### config.mk
export PLATFORM = sky130hd
export DESIGN_NAME = bist_march_ctrl_128x8
export DESIGN_NICKNAME = d
export VERILOG_FILES = /design/src/rtl/bist_march_ctrl_128x8.sv
export SDC_FILE = /design/constraint.sdc
export NUM_CORES = 1
export LEC_CHECK = 0
export BUFFER_PORTS_ARGS = -buffer_cell sky130_fd_sc_hd__clkbuf_2
export CORE_UTILIZATION = 50
export CTS_CLUSTER_DIAMETER = 80
export DETAILED_ROUTE_END_ITERATION = 10
export GPL_TIMING_DRIVEN = 0
export PLACE_DENSITY_LB_ADDON = 0.2
export SYNTH_ARGS = -nofsm -noshare
export SYNTH_HDL_FRONTEND = slang
export SYNTH_SLANG_ARGS = --single-unit
### constraint.sdc
create_clock -name CLK -period 4.85 [get_ports CLK]
set_input_delay 0.97 -clock CLK [delete_from_list [all_inputs] [get_ports CLK]]
set_output_delay 0.97 -clock CLK [all_outputs]
set_load 0.01 [all_outputs]
### src/rtl/bist_march_ctrl_128x8.sv
// March C- BIST controller for port 0 of a 128x8 SRAM wrapper.
// Passes a functional requester through when idle; owns the port while testing.
module bist_march_ctrl_128x8 #(
  parameter int              ADDR_W = 7,
  parameter int              DATA_W = 8,
  parameter int              DEPTH  = 128,
  parameter logic [DATA_W-1:0] BG   = 8'h00
) (
  input  logic              CLK,
  input  logic              RST,
  input  logic              start,
  input  logic [ADDR_W-1:0] func_A,
  input  logic [DATA_W-1:0] func_D,
  input  logic              func_WE,
  input  logic              func_CE,
  output logic [DATA_W-1:0] func_Q,
  output logic [ADDR_W-1:0] A0,
  output logic [DATA_W-1:0] D0,
  output logic              WE0,
  output logic              CE0,
  output logic [DATA_W-1:0] WEM0,
  input  logic [DATA_W-1:0] Q0,
  output logic              busy,
  output logic              done,
  output logic              fail,
  output logic [ADDR_W-1:0] fail_addr,
  output logic [DATA_W-1:0] fail_exp,
  output logic [DATA_W-1:0] fail_got,
  output logic [7:0]        err_cnt,
  output logic [3:0]        dbg_state
);

  localparam logic [3:0] S_IDLE  = 4'd0;
  localparam logic [3:0] S_M0    = 4'd1;
  localparam logic [3:0] S_M1    = 4'd2;
  localparam logic [3:0] S_M2    = 4'd3;
  localparam logic [3:0] S_M3    = 4'd4;
  localparam logic [3:0] S_M4    = 4'd5;
  localparam logic [3:0] S_M5    = 4'd6;
  localparam logic [3:0] S_DRAIN = 4'd7;
  localparam logic [3:0] S_DONE  = 4'd8;

  localparam logic [ADDR_W-1:0] LAST = ADDR_W'(DEPTH - 1);

  logic [3:0]        state;
  logic [ADDR_W-1:0] addr;
  logic              ph;
  logic              pend;
  logic [ADDR_W-1:0] pend_addr;
  logic [DATA_W-1:0] pend_exp;

  logic              is_march, paired, down, next_down;
  logic              bist_we, bist_rd, last_addr, elem_end, start_ok;
  logic [DATA_W-1:0] bist_d, bist_exp;

  always_comb begin
    is_march  = (state >= S_M0) && (state <= S_M5);
    paired    = (state >= S_M1) && (state <= S_M4);
    down      = (state == S_M3) || (state == S_M4);
    next_down = (state == S_M2) || (state == S_M3);
    // M0 is write-only; paired elements read on ph=0 and write on ph=1.
    bist_we   = (state == S_M0) || (paired && ph);
    bist_rd   = is_march && !bist_we;
    bist_d    = ((state == S_M1) || (state == S_M3)) ? ~BG : BG;
    bist_exp  = ((state == S_M2) || (state == S_M4)) ? ~BG : BG;
    last_addr = down ? (addr == '0) : (addr == LAST);
    elem_end  = last_addr && (!paired || ph);
    start_ok  = start && ((state == S_IDLE) || (state == S_DONE));
  end

  always_comb begin
    busy      = is_march || (state == S_DRAIN);
    done      = (state == S_DONE);
    dbg_state = state;
    func_Q    = Q0;
    WEM0      = '1;
    A0        = busy ? addr   : func_A;
    D0        = busy ? bist_d : func_D;
    WE0       = RST ? 1'b0 : (busy ? bist_we  : func_WE);
    CE0       = RST ? 1'b0 : (busy ? is_march : func_CE);
  end

  always_ff @(posedge CLK) begin
    if (RST) begin
      state <= S_IDLE;
      addr  <= '0;
      ph    <= 1'b0;
    end else begin
      case (state)
        S_IDLE, S_DONE: begin
          if (start_ok) begin
            state <= S_M0;
            addr  <= '0;
            ph    <= 1'b0;
          end
        end
        S_M0, S_M1, S_M2, S_M3, S_M4, S_M5: begin
          if (paired && !ph) begin
            ph <= 1'b1;
          end else begin
            ph <= 1'b0;
            if (elem_end) begin
              state <= state + 4'd1;
              addr  <= next_down ? LAST : '0;
            end else begin
              addr  <= down ? addr - 1'b1 : addr + 1'b1;
            end
          end
        end
        S_DRAIN: state <= S_DONE;
        default: state <= S_IDLE;
      endcase
    end
  end

  // Read data returns one cycle after issue, so compare against the registered expectation.
  always_ff @(posedge CLK) begin
    if (RST || start_ok) begin
      pend      <= 1'b0;
      pend_addr <= '0;
      pend_exp  <= '0;
      fail      <= 1'b0;
      fail_addr <= '0;
      fail_exp  <= '0;
      fail_got  <= '0;
      err_cnt   <= '0;
    end else begin
      pend      <= bist_rd;
      pend_addr <= addr;
      pend_exp  <= bist_exp;
      if (pend && (Q0 != pend_exp)) begin
        fail <= 1'b1;
        if (err_cnt != 8'hFF) err_cnt <= err_cnt + 8'd1;
        if (!fail) begin
          fail_addr <= pend_addr;
          fail_exp  <= pend_exp;
          fail_got  <= Q0;
        end
      end
    end
  end

endmodule

==> summary.md, run 1 <==
| Metric | Value |
|---|---|
| Gpl congestion | `0.856` |
| Worst-Skew Late Latency | `0.30 ns` |
| Fin crit share | `73.2%` |
| DIE HEIGHT | `75.8 um` |
| Ant. Diodes | `0` |
| Most common cell on crit path | `nor2_1` |
| Post-cts resize count | `0` |
| Final worst clock skew | `0.00348 ns` |
| Initial antenna violation count | `0` |
| Crit-path cells | `inv_1 > ha_1 > nand2b_1 > o22ai_1 > nor2_1 > nor2_1 > nor3_2 > a21o_1 > clkbuf_2` |
| DRC Markers | `0` |
| Slew headroom | `46.5%` |
| Clock Power Share | `27.1%` |
| Synth unique cells | `55` |
| Sequential-to-total area share from yosys stat | `33.8%` |
| VDD IR-drop max | `0.140 mV` |
| Comb pwr share | `27.2%` |
| RSZ-0062 raised after global routing | `no` |
| DP HPWL | `4750 um` |
| Psw | `0.000282 W` |
| Switching portion of total power | `32.3%` |
| Fillers | `444` |
| Pins over their slew limit | `0` |
| # setup viols final | `0` |
| Setup bufs post-CTS | `0` |
| Vias after detailed routing | `2,518` |
| Initial core utilization | `52.7%` |
| Register area | `921 um2` |
| CTS tree | `done` |
| Status | `finished, final reports clean` |
| I/O pin total | `99` |
| Total power | `0.000872 W` |
| Crit path launch type | `flip-flop` |
| Port buffer count | `90` |
| Wire per inst | `12.5 um` |
| Die width | `75.8 um` |
| Vias per Instance | `5.20` |
| WHS | `0.476 ns` |
| Clock Pin Slew Worst Setup and Hold Paths | `0.09 ns` |
| Synth-to-Final Area Change | `24.0%` |
| Syn Std Cell Area | `2730 um2` |
| Die area | `5750 um2` |
| Max-cap violations | `0` |
| Worst path max stage delay | `0.51 ns` |
| Worst slew pin tran | `0.795 ns` |
| Routed WL | `6050 um` |
| Int Pwr | `0.000590 W` |
| Final min period | `3.55 ns` |
| First-pass GRT wire length | `9630 um` |
| Post-synth EDFFs | `0` |
| Yosys reg bits | `46` |
| Drt pass-1 iters | `4` |
| Crit Path Class | `flip-flop to output pin` |
| Reg power frac | `45.7%` |
| Fin nets | `453` |
| Crit-path slowest cell | `dfxtp_1` |
| Synthesis Warnings | `0` |
| Crit-path leading delay family | `simple AND/OR/NAND/NOR gates` |
| CP max FO | `8` |
| H-tree depth | `2` |
| Sink Count | `46` |
| Final Hold Vio Count | `0` |
| Max Clock Freq | `282 MHz` |
| WP data arrival | `2.58 ns` |
| Setup TNS | `0 ns` |
| Grt ovf | `0` |
| Worst hold path type | `flip-flop to flip-flop` |
| Max clock buf depth | `2` |
| FFs w/ async S/R, synth | `0%` |
| Pleak | `1.55 nW` |
| Vias in the first global route | `2,237` |
| Mean Syn Cell Area | `8.82 um2` |
| Root Driver | `clkbuf_8` |
| Largest net degree at the start of global routing | `16` |
| Synthesized instance count | `309` |
| Final antenna-violating net count | `0` |
| Buf+Inv Stages, Crit Path | `2` |
| Power Dens Cells | `258 nW/um2` |
| Reg2reg setup slack | `1.78 ns` |
| Multi-input logic area | `1550 um2` |
| Core ar. | `5170 um2` |
| Worst setup EP type | `output pin` |
| Iter 0 DRT Violations | `106` |
| CTS Buf Count | `5` |
| Layout cells sized above 1 | `35.0%` |
| Rows | `26` |
| Total global-route track usage | `21.7%` |
| Most used DFF post-synth | `dfxtp_1` |
| Worst endpoint required time | `3.88 ns` |
| Hold-fix buffers at CTS | `0` |
-- cell usage after synthesis, types with 3 or more instances --
cell type,instances,area share (%)
dfxtp_1,46,34
inv_1,8,1.1
xnor2_1,7,2.2
nor2_1,41,5.6
o31ai_1,3,0.83
and2_1,5,1.1
nor3_1,6,1.1
ha_1,11,5.1
nor2_2,3,0.69
o21a_1,5,1.4
nand3_1,6,1.1
mux2_2,4,1.7
mux2i_1,19,7.0
a21o_1,11,3.0
nor2b_1,4,0.92
nand2b_1,6,1.4
nor4_1,6,1.4
o21ai_0,11,2.0
nand2_1,14,1.9
a21oi_1,15,2.8
clkbuf_1,6,0.83
buf_4,25,6.9
a22o_1,5,1.6
-- metal layers --
layer | vias to the layer above | part of all wire, % | track usage, %
li1 | 1267 | - | -
met1 | 1173 | 44 | 25.5
met2 | 68 | 50 | 40.2
met3 | 10 | 4.5 | 3.84
met4 | 0 | 1.3 | 6.17
met5 | - | 0 | 0
-- cells by family after synthesis --
family                     after synthesis  synth area share, %
xor gates and xnor gates                 8                 2.57
AOI/OAI and AO/OA                       68                 18.5
DFF                                     46                 33.8
buffers and inverters                   44                 10.1
muxes                                   23                 8.63
adders and majority gates               12                 5.79
and+or+nand+nor                        107                 20.4
other                                    1                0.138
-- worst min-delay path, stage by stage (launching register included) --
cell,delay [ns]
dfxtp_1,0.31
mux2i_1,0.06
nor2_1,0.07
-- flip-flops by register name, indices dropped and copies added, names as in the netlist --
name and cells:
ph 1, fail_exp 1, dbg_state 4, err_cnt 8, pend_addr 7, pend_exp 1, pend 1, fail_got 8
fail_addr 7, addr 7, fail 1
-- metrics by stage --
step / util, % / std cells / area [um2] / setup slack, ns
after floorplan: - / 316 / 2750 / 1.97
after global placement: 63.6 / 476 / 3290 / 1.68
after detailed placement: 63.6 / 476 / 3290 / 1.63
after CTS: 65.3 / 484 / 3380 / 1.29
after global routing: 65.3 / 484 / 3380 / 1.03
final: 65.3 / 484 / 3380 / 1.30
-- area by class of cell --
type / instances / area share, %
timing repair buffer: 90 / 13.3
multi-input combinational: 226 / 46.0
inverter: 9 / 1.00
sequential: 46 / 27.2
clock inverter: 3 / 0.629
clock buffer: 5 / 2.04
tap: 70 / 2.59
buffer: 35 / 7.18
-- power groups by stage --
stage / clock network, W / logic [W] / registers, W
finish: 0.000236 / 0.000237 / 0.000399
global route: 0.000255 / 0.000260 / 0.000400
CTS: 0.000240 / 0.000239 / 0.000399
detailed placement: 0 / 0.000237 / 0.000408
global placement: 0 / 0.000233 / 0.000407
floorplan: 0 / 0.000161 / 0.000408
-- path summary, 6_finish.rpt --
| check | from | to | cells past startpoint |
|---|---|---|---|
| worst max-delay path | dbg_state[0] | D0[0] | 9 |
| worst min-delay path | pend_addr[4] | fail_addr[4] | 2 |
| worst max register to register | dbg_state[0] | addr[6] | 11 |
| worst min register to register | pend_addr[4] | fail_addr[4] | 2 |
-- cell usage in the layout (no fill, tap or decap), drive strengths merged, types with 4 or more instances in the layout --
| cell | instances |
|---|---|
| clkbuf | 101 |
| dfxtp | 46 |
| nor2 | 44 |
| buf | 29 |
| mux2i | 19 |
| a21oi | 17 |
| nand2 | 14 |
| o21ai | 12 |
| a21o | 11 |
| ha | 11 |
| inv | 9 |
| conb | 8 |
| nor3 | 8 |
| xnor2 | 7 |
| nand2b | 6 |
| nand3 | 6 |
| nor4 | 6 |
| and2 | 5 |
| o21a | 5 |
| a22o | 5 |
| mux2 | 4 |
| nor2b | 4 |
Note: power is estimated with default switching activity, not from simulation.
==> run 2: changes to the inputs <==
--- a/config.mk
+++ b/config.mk
@@ -6,7 +6,7 @@
 export NUM_CORES = 1
 export LEC_CHECK = 0
 export BUFFER_PORTS_ARGS = -buffer_cell sky130_fd_sc_hd__clkbuf_2
-export CORE_UTILIZATION = 50
+export CORE_UTILIZATION = 45
 export CTS_CLUSTER_DIAMETER = 80
 export DETAILED_ROUTE_END_ITERATION = 10
 export GPL_TIMING_DRIVEN = 0
==> constraint.sdc (replaced) <==
create_clock -name CLK -period 3.2 [get_ports CLK]
set_input_delay 0.64 -clock CLK [delete_from_list [all_inputs] [get_ports CLK]]
set_output_delay 0.64 -clock CLK [all_outputs]
set_load 0.01 [all_outputs]
==> summary.md, run 2 (synthesized netlist as in run 1, its figures left out) <==
| Metric | Value |
|---|---|
| Register area | `923 um2 (+0.27%)` |
| Sink Count | `46 (unchanged)` |
| Max clock buf depth | `2 (unchanged)` |
| Clock Pin Slew Worst Setup and Hold Paths | `0.09 ns (about the same)` |
| DIE HEIGHT | `79.8 um (+5.3%)` |
| Crit-path cells | `inv_1 > ha_2 > nand2b_1 > o22ai_1 > nor2_1 > a21oi_2 > inv_2 > mux2_2 > clkbuf_2` |
| Rows | `27 (+3.8%)` |
| Slew headroom | `48.6% (+2.1 points)` |
| DRC Markers | `0 (unchanged)` |
| VDD IR-drop max | `0.209 mV (+49%)` |
| Crit path launch type | `flip-flop` |
| Layout cells sized above 1 | `35.7% (+0.64 points)` |
| Routed WL | `6360 um (+5.2%)` |
| Most common cell after layout, fill and taps aside | `clkbuf_2` |
| Crit-path leading delay family | `flip-flops` |
| Die width | `79.8 um (+5.3%)` |
| First-pass GRT wire length | `10,300 um (+6.8%)` |
| Initial antenna violation count | `0 (unchanged)` |
| RSZ-0062 raised after global routing | `no` |
| Synth-to-Final Area Change | `25.6%` |
| Worst Hold Depth | `2 (unchanged)` |
| Multi-input logic area | `1560 um2 (+0.56%)` |
| Placed Cells | `478 (+0.42%)` |
| Total global-route track usage | `20.2% (-1.6 points)` |
| Hold Startpoint | `pend_addr[4]` |
| Total power | `0.00141 W (+62%)` |
| Fin crit share | `93.7%` |
| Worst endpoint required time | `2.56 ns (-1.32 ns)` |
| Vias after detailed routing | `2,506 (-0.48%)` |
| # setup viols final | `0 (unchanged)` |
| Largest net degree at the start of global routing | `15 (-1)` |
| Gpl congestion | `0.853 (-0.29%)` |
| Drt pass-1 iters | `4 (unchanged)` |
| Worst hold path type | `flip-flop to flip-flop` |
| WP data arrival | `2.36 ns (-0.22 ns)` |
| Worst r2r dst | `addr[6]` |
| Core ar. | `5680 um2 (+9.7%)` |
| Hold path endpoint | `fail_addr[4]` |
| Power Dens Cells | `412 nW/um2 (+60%)` |
| Final antenna-violating net count | `0 (unchanged)` |
| DP HPWL | `4960 um (+4.3%)` |
| Worst path max stage delay | `0.42 ns (-0.09 ns)` |
| Fillers | `524 (+18%)` |
| Status | `finished, final reports clean` |
| Grt ovf | `0 (unchanged)` |
| Die area | `6370 um2 (+11%)` |
| Worst setup EP type | `output pin` |
| Initial core utilization | `48.0% (-4.7 points)` |
| Fin cells | `487 (+0.62%)` |
| Fin nets | `454 (+0.22%)` |
| CTS tree | `done` |
| Reg2reg setup slack | `0.25 ns (-1.53 ns)` |
| H-tree depth | `2 (unchanged)` |
| Setup TNS | `0 ns (unchanged)` |
| I/O pin total | `99 (unchanged)` |
| Final min period | `3.00 ns` |
| Crit-path slowest cell | `dfxtp_2` |
| Regs by FF count | `err_cnt (8), fail_got (8)` |
| Vias per Instance | `5.15 (-1.1%)` |
| Buf+Inv Stages, Crit Path | `3 (+1)` |
| Iter 0 DRT Violations | `122 (+15%)` |
| Worst slew pin tran | `0.764 ns (-0.0317 ns)` |
| CP max FO | `7 (-1)` |
| Root Driver | `clkbuf_8` |
| WHS | `0.473 ns (-0.00324 ns)` |
| Crit Path Class | `flip-flop to output pin` |
| Pins over their slew limit | `0 (unchanged)` |
| CTS Buf Count | `5 (unchanged)` |
| Max Clock Freq | `333 MHz` |
| Worst-Skew Late Latency | `0.29 ns (about the same)` |
| Final Hold Vio Count | `0 (unchanged)` |
| Final worst clock skew | `0.00222 ns (-0.00125 ns)` |
| Pleak | `1.56 nW (+0.85%)` |
| Ant. Diodes | `0 (unchanged)` |
| R2R depth | `12 (+1)` |
| Max-cap violations | `0 (unchanged)` |
| Wire per inst | `13.1 um (+4.5%)` |
| Port buffer count | `90 (unchanged)` |
| Commonest cells after routing, fill and taps aside | `clkbuf_2, dfxtp_1, nor2_1` |
| Vias in the first global route | `2,245 (+0.36%)` |
| Worst R2R Start | `dbg_state[1]` |
==> run 2: worst register-to-register path: stages, from the launching register on <==
cell and delay [ns]:
dfxtp_2 0.39, inv_1 0.10, ha_1 0.28, nor2_2 0.13, nor2_1 0.41, inv_1 0.15
fa_1 0.43, nor2b_1 0.17, o31a_1 0.21, mux2i_1 0.25, nor3_1 0.08, o21ai_1 0.15
nand3b_1 0.10
==> run 2: worst max path at each step <==
stage          cells past startpoint  endpoint         start  slack [ns]
2_1_floorplan                     11   addr[6]  dbg_state[0]        0.56
3_3_place_gp                      11   addr[6]  dbg_state[0]        0.28
3_5_place_dp                      12   addr[6]  dbg_state[1]        0.19
4_1_cts                           10     A0[1]  dbg_state[0]        0.09
5_1_grt                           12   addr[6]  dbg_state[1]        0.01
6_report                           9     A0[5]  dbg_state[0]        0.20
==> run 2: power by group <==
group          switching, W  total, W  internal, W
Combinational      0.000211  0.000371     0.000160
Sequential        0.0000182  0.000606     0.000588
Clock              0.000200  0.000433     0.000233
Total              0.000429   0.00141     0.000981
==> run 2: what timing repair did <==
| action | in CTS | in global routing |
|---|---|---|
| gates resized for setup | 3 | 2 |
| setup buffers | 0 | 1 |
| hold buffers | 0 | 0 |
| setup endpoints to repair | 12 | 12 |
| pin swaps | 0 | 0 |
==> run 2: cell type report <==
cell class | count | share of cell area [%]
clock buffer | 6 | 2.12
timing repair buffer | 91 | 13.4
inverter | 9 | 0.987
multi-input combinational | 226 | 45.7
clock inverter | 2 | 1.10
sequential | 46 | 27.0
tap | 72 | 2.63
buffer | 35 | 7.16
==> run 2: per-stage QoR <==
step	utilization, %	area [um2]	worst slack [ns]
after floorplan	-	2750	0.559
after detailed placement	58.0	3290	0.194
after global placement	58.0	3290	0.280
after global routing	60.3	3420	0.0111
final	60.3	3420	0.201
after CTS	60.1	3410	0.0900
==> run 2: routing by layer <==
metal | global-route usage [%] | part of all wire [%]
met3 | 3.31 | 3.8
met1 | 24.8 | 45
met2 | 36.2 | 50
met4 | 5.00 | 0.77
met5 | 0 | 0
==> run 3: changes to the inputs <==
--- a/config.mk
+++ b/config.mk
@@ -6,7 +6,9 @@
 export NUM_CORES = 1
 export LEC_CHECK = 0
 export BUFFER_PORTS_ARGS = -buffer_cell sky130_fd_sc_hd__clkbuf_2
-export CORE_UTILIZATION = 45
+export CELL_PAD_IN_SITES_DETAIL_PLACEMENT = 1
+export CELL_PAD_IN_SITES_GLOBAL_PLACEMENT = 1
+export CORE_UTILIZATION = 33
 export CTS_CLUSTER_DIAMETER = 80
 export DETAILED_ROUTE_END_ITERATION = 10
 export GPL_TIMING_DRIVEN = 0
==> summary.md, run 3 (synthesized netlist as in run 1, its figures left out) <==
| Metric | Value |
|---|---|
| Vias in the first global route | `2,436 (+8.5%)` |
| CTS tree | `done` |
| Vias per Instance | `4.90 (-4.7%)` |
| Status | `finished, final reports clean` |
| First-pass GRT wire length | `11,800 um (+15%)` |
| Layout cells sized above 1 | `36.5% (+0.88 points)` |
| Power Dens Cells | `387 nW/um2 (-6.0%)` |
| Die width | `92.9 um (+16%)` |
| Hold-fix buffers at CTS | `0 (unchanged)` |
| DIE HEIGHT | `92.9 um (+16%)` |
| Initial antenna violation count | `0 (unchanged)` |
| WHS | `0.480 ns (+0.00675 ns)` |
| Core Util, Final | `44.3% (-16 points)` |
| WP data arrival | `2.36 ns (about the same)` |
| # setup viols final | `0 (unchanged)` |
| Int Pwr | `0.000904 W (-7.8%)` |
| Sink Count | `46 (unchanged)` |
| Rows | `32 (+19%)` |
| Switching portion of total power | `32.7% (+2.3 points)` |
| Total global-route track usage | `17.1% (-3.1 points)` |
| Max clock buf depth | `2 (unchanged)` |
| Port buffer count | `90 (unchanged)` |
| Multi-input logic area | `1580 um2 (+1.2%)` |
| DRC Markers | `0 (unchanged)` |
| Vias after detailed routing | `2,539 (+1.3%)` |
| Psw | `0.000440 W (+2.7%)` |
| Comb pwr share | `28.3% (+2.0 points)` |
| Gpl congestion | `0.763 (-11%)` |
| Fin nets | `455 (+0.22%)` |
| Commonest cells after routing, fill and taps aside | `clkbuf_2, dfxtp_1, nor2_1` |
| Total power | `0.00134 W (-4.6%)` |
| Register area | `923 um2 (unchanged)` |
| Synth-to-Final Area Change | `27.5%` |
| Worst endpoint required time | `2.56 ns (about the same)` |
| Final worst clock skew | `0.00490 ns (+0.00267 ns)` |
| Crit path launch type | `flip-flop` |
| Ant. Diodes | `0 (unchanged)` |
| Worst slew pin tran | `0.833 ns (+0.0695 ns)` |
| Worst-Skew Late Latency | `0.30 ns (about the same)` |
| Iter 0 DRT Violations | `51 (-58%)` |
| I/O pin total | `99 (unchanged)` |
| H-tree depth | `2 (unchanged)` |
| Routed WL | `7280 um (+15%)` |
| Met2 Usage GRT | `29.8% (-6.4 points)` |
| Clock Pin Slew Worst Setup and Hold Paths | `0.09 ns (about the same)` |
| GR Util met3 | `3.53% (+0.22 points)` |
| Initial core utilization | `34.7% (-13 points)` |
| Final instance area | `3470 um2 (+1.5%)` |
| Grt ovf | `0 (unchanged)` |
| Most common cell after layout, fill and taps aside | `clkbuf_2` |
| Final antenna-violating net count | `0 (unchanged)` |
| RSZ-0062 raised after global routing | `no` |
| Setup TNS | `0 ns (unchanged)` |
| Clock Power Share | `26.6% (-4.1 points)` |
| Die area | `8630 um2 (+35%)` |
| Regs by FF count | `err_cnt (8), fail_got (8)` |
| Met1 Track Usage GR | `21.7% (-3.1 points)` |
| Wire per inst | `14.1 um (+7.7%)` |
| Largest net degree at the start of global routing | `15 (unchanged)` |
| Fillers | `1,018 (+94%)` |
| Slew headroom | `44.0% (-4.7 points)` |
| Cell Area, Placed | `3330 um2 (+1.1%)` |
| Crit Path Class | `flip-flop to output pin` |
| Root Driver | `clkbuf_8` |
| Final min period | `3.00 ns (+0.00192 ns)` |
| CTS Buf Count | `5 (unchanged)` |
| Reg power frac | `45.1% (+2.1 points)` |
| Max Clock Freq | `333 MHz (about the same)` |
| Drt pass-1 iters | `4 (unchanged)` |
| Worst setup EP type | `output pin` |
| Worst hold path type | `flip-flop to flip-flop` |
| VDD IR-drop max | `0.190 mV (-9.1%)` |
| Fin crit share | `93.8% (about the same)` |
| DP HPWL | `5810 um (+17%)` |
| Pleak | `1.57 nW (+0.25%)` |
| Pins over their slew limit | `0 (unchanged)` |
| CP max FO | `8 (+1)` |
| Max-cap violations | `0 (unchanged)` |
| Core ar. | `7850 um2 (+38%)` |
| Final Hold Vio Count | `0 (unchanged)` |
| GRT busiest layer | `met2` |
[run 3: cell types whose count changed in the layout (fill, tap and decap cells not counted), sizes merged]
cell	delta
buf	+2
bufinv	-1
clkbuf	-1
clkinv	+2
clkinvlp	-1
[run 3: path summary, 6_finish.rpt]
path                                    from           end  cells past startpoint  slack (ns)
worst max-delay path            dbg_state[0]         D0[6]                     10        0.20
worst min-delay path            pend_addr[2]  fail_addr[2]                      2        0.48
worst max register to register  dbg_state[1]       addr[6]                     12        0.34
worst min register to register  pend_addr[2]  fail_addr[2]                      2        0.48
[run 3: through the flow]
stage	setup WS, ns	cells
after floorplan	0.559	316
after global placement	0.192	508
after detailed placement	0.103	508
after CTS	0.00882	517
after global routing	0.0390	518
final	0.199	518
[run 3: cell type report]
cell class,count,share of cell area (%)
Buffer,35,6.99
Clock buffer,6,2.09
Clock inverter,2,0.396
Inverter,9,0.973
Multi-Input combinational cell,226,45.5
Sequential cell,46,26.6
Tap cell,102,3.67
Timing Repair Buffer,92,13.8
[run 3: critical path, cell delays in order, from the launching register on]
cell      delay [ns]
dfxtp_2         0.43
inv_1           0.12
ha_2            0.24
nand2b_1        0.19
o22ai_2         0.12
nor2_2          0.22
a21oi_1         0.15
nor3_4          0.23
buf_12          0.14
a21o_1          0.08
clkbuf_2        0.12
[run 3: routing by layer]
layer  vias to the layer above  share of wire, %
met2                        50                50
met3                         4               3.6
met1                      1219                45
li1                       1266                 -
met5                         -                 0
met4                         0              0.52
[run 3: timing repair]
item                                    CTS  global route
cloned                                    0             0
resized for setup                         4             4
endpoints found under the setup margin   16            17
pin swaps                                 1             0
buffers inserted                          1             1
[run 3: power by group through the flow]
stage	registers, W	logic, W	clock network [W]
final	0.000606	0.000381	0.000358
after global routing	0.000609	0.000418	0.000396
after CTS	0.000607	0.000375	0.000372
after detailed placement	0.000620	0.000369	0
after global placement	0.000618	0.000362	0
after floorplan	0.000618	0.000244	0
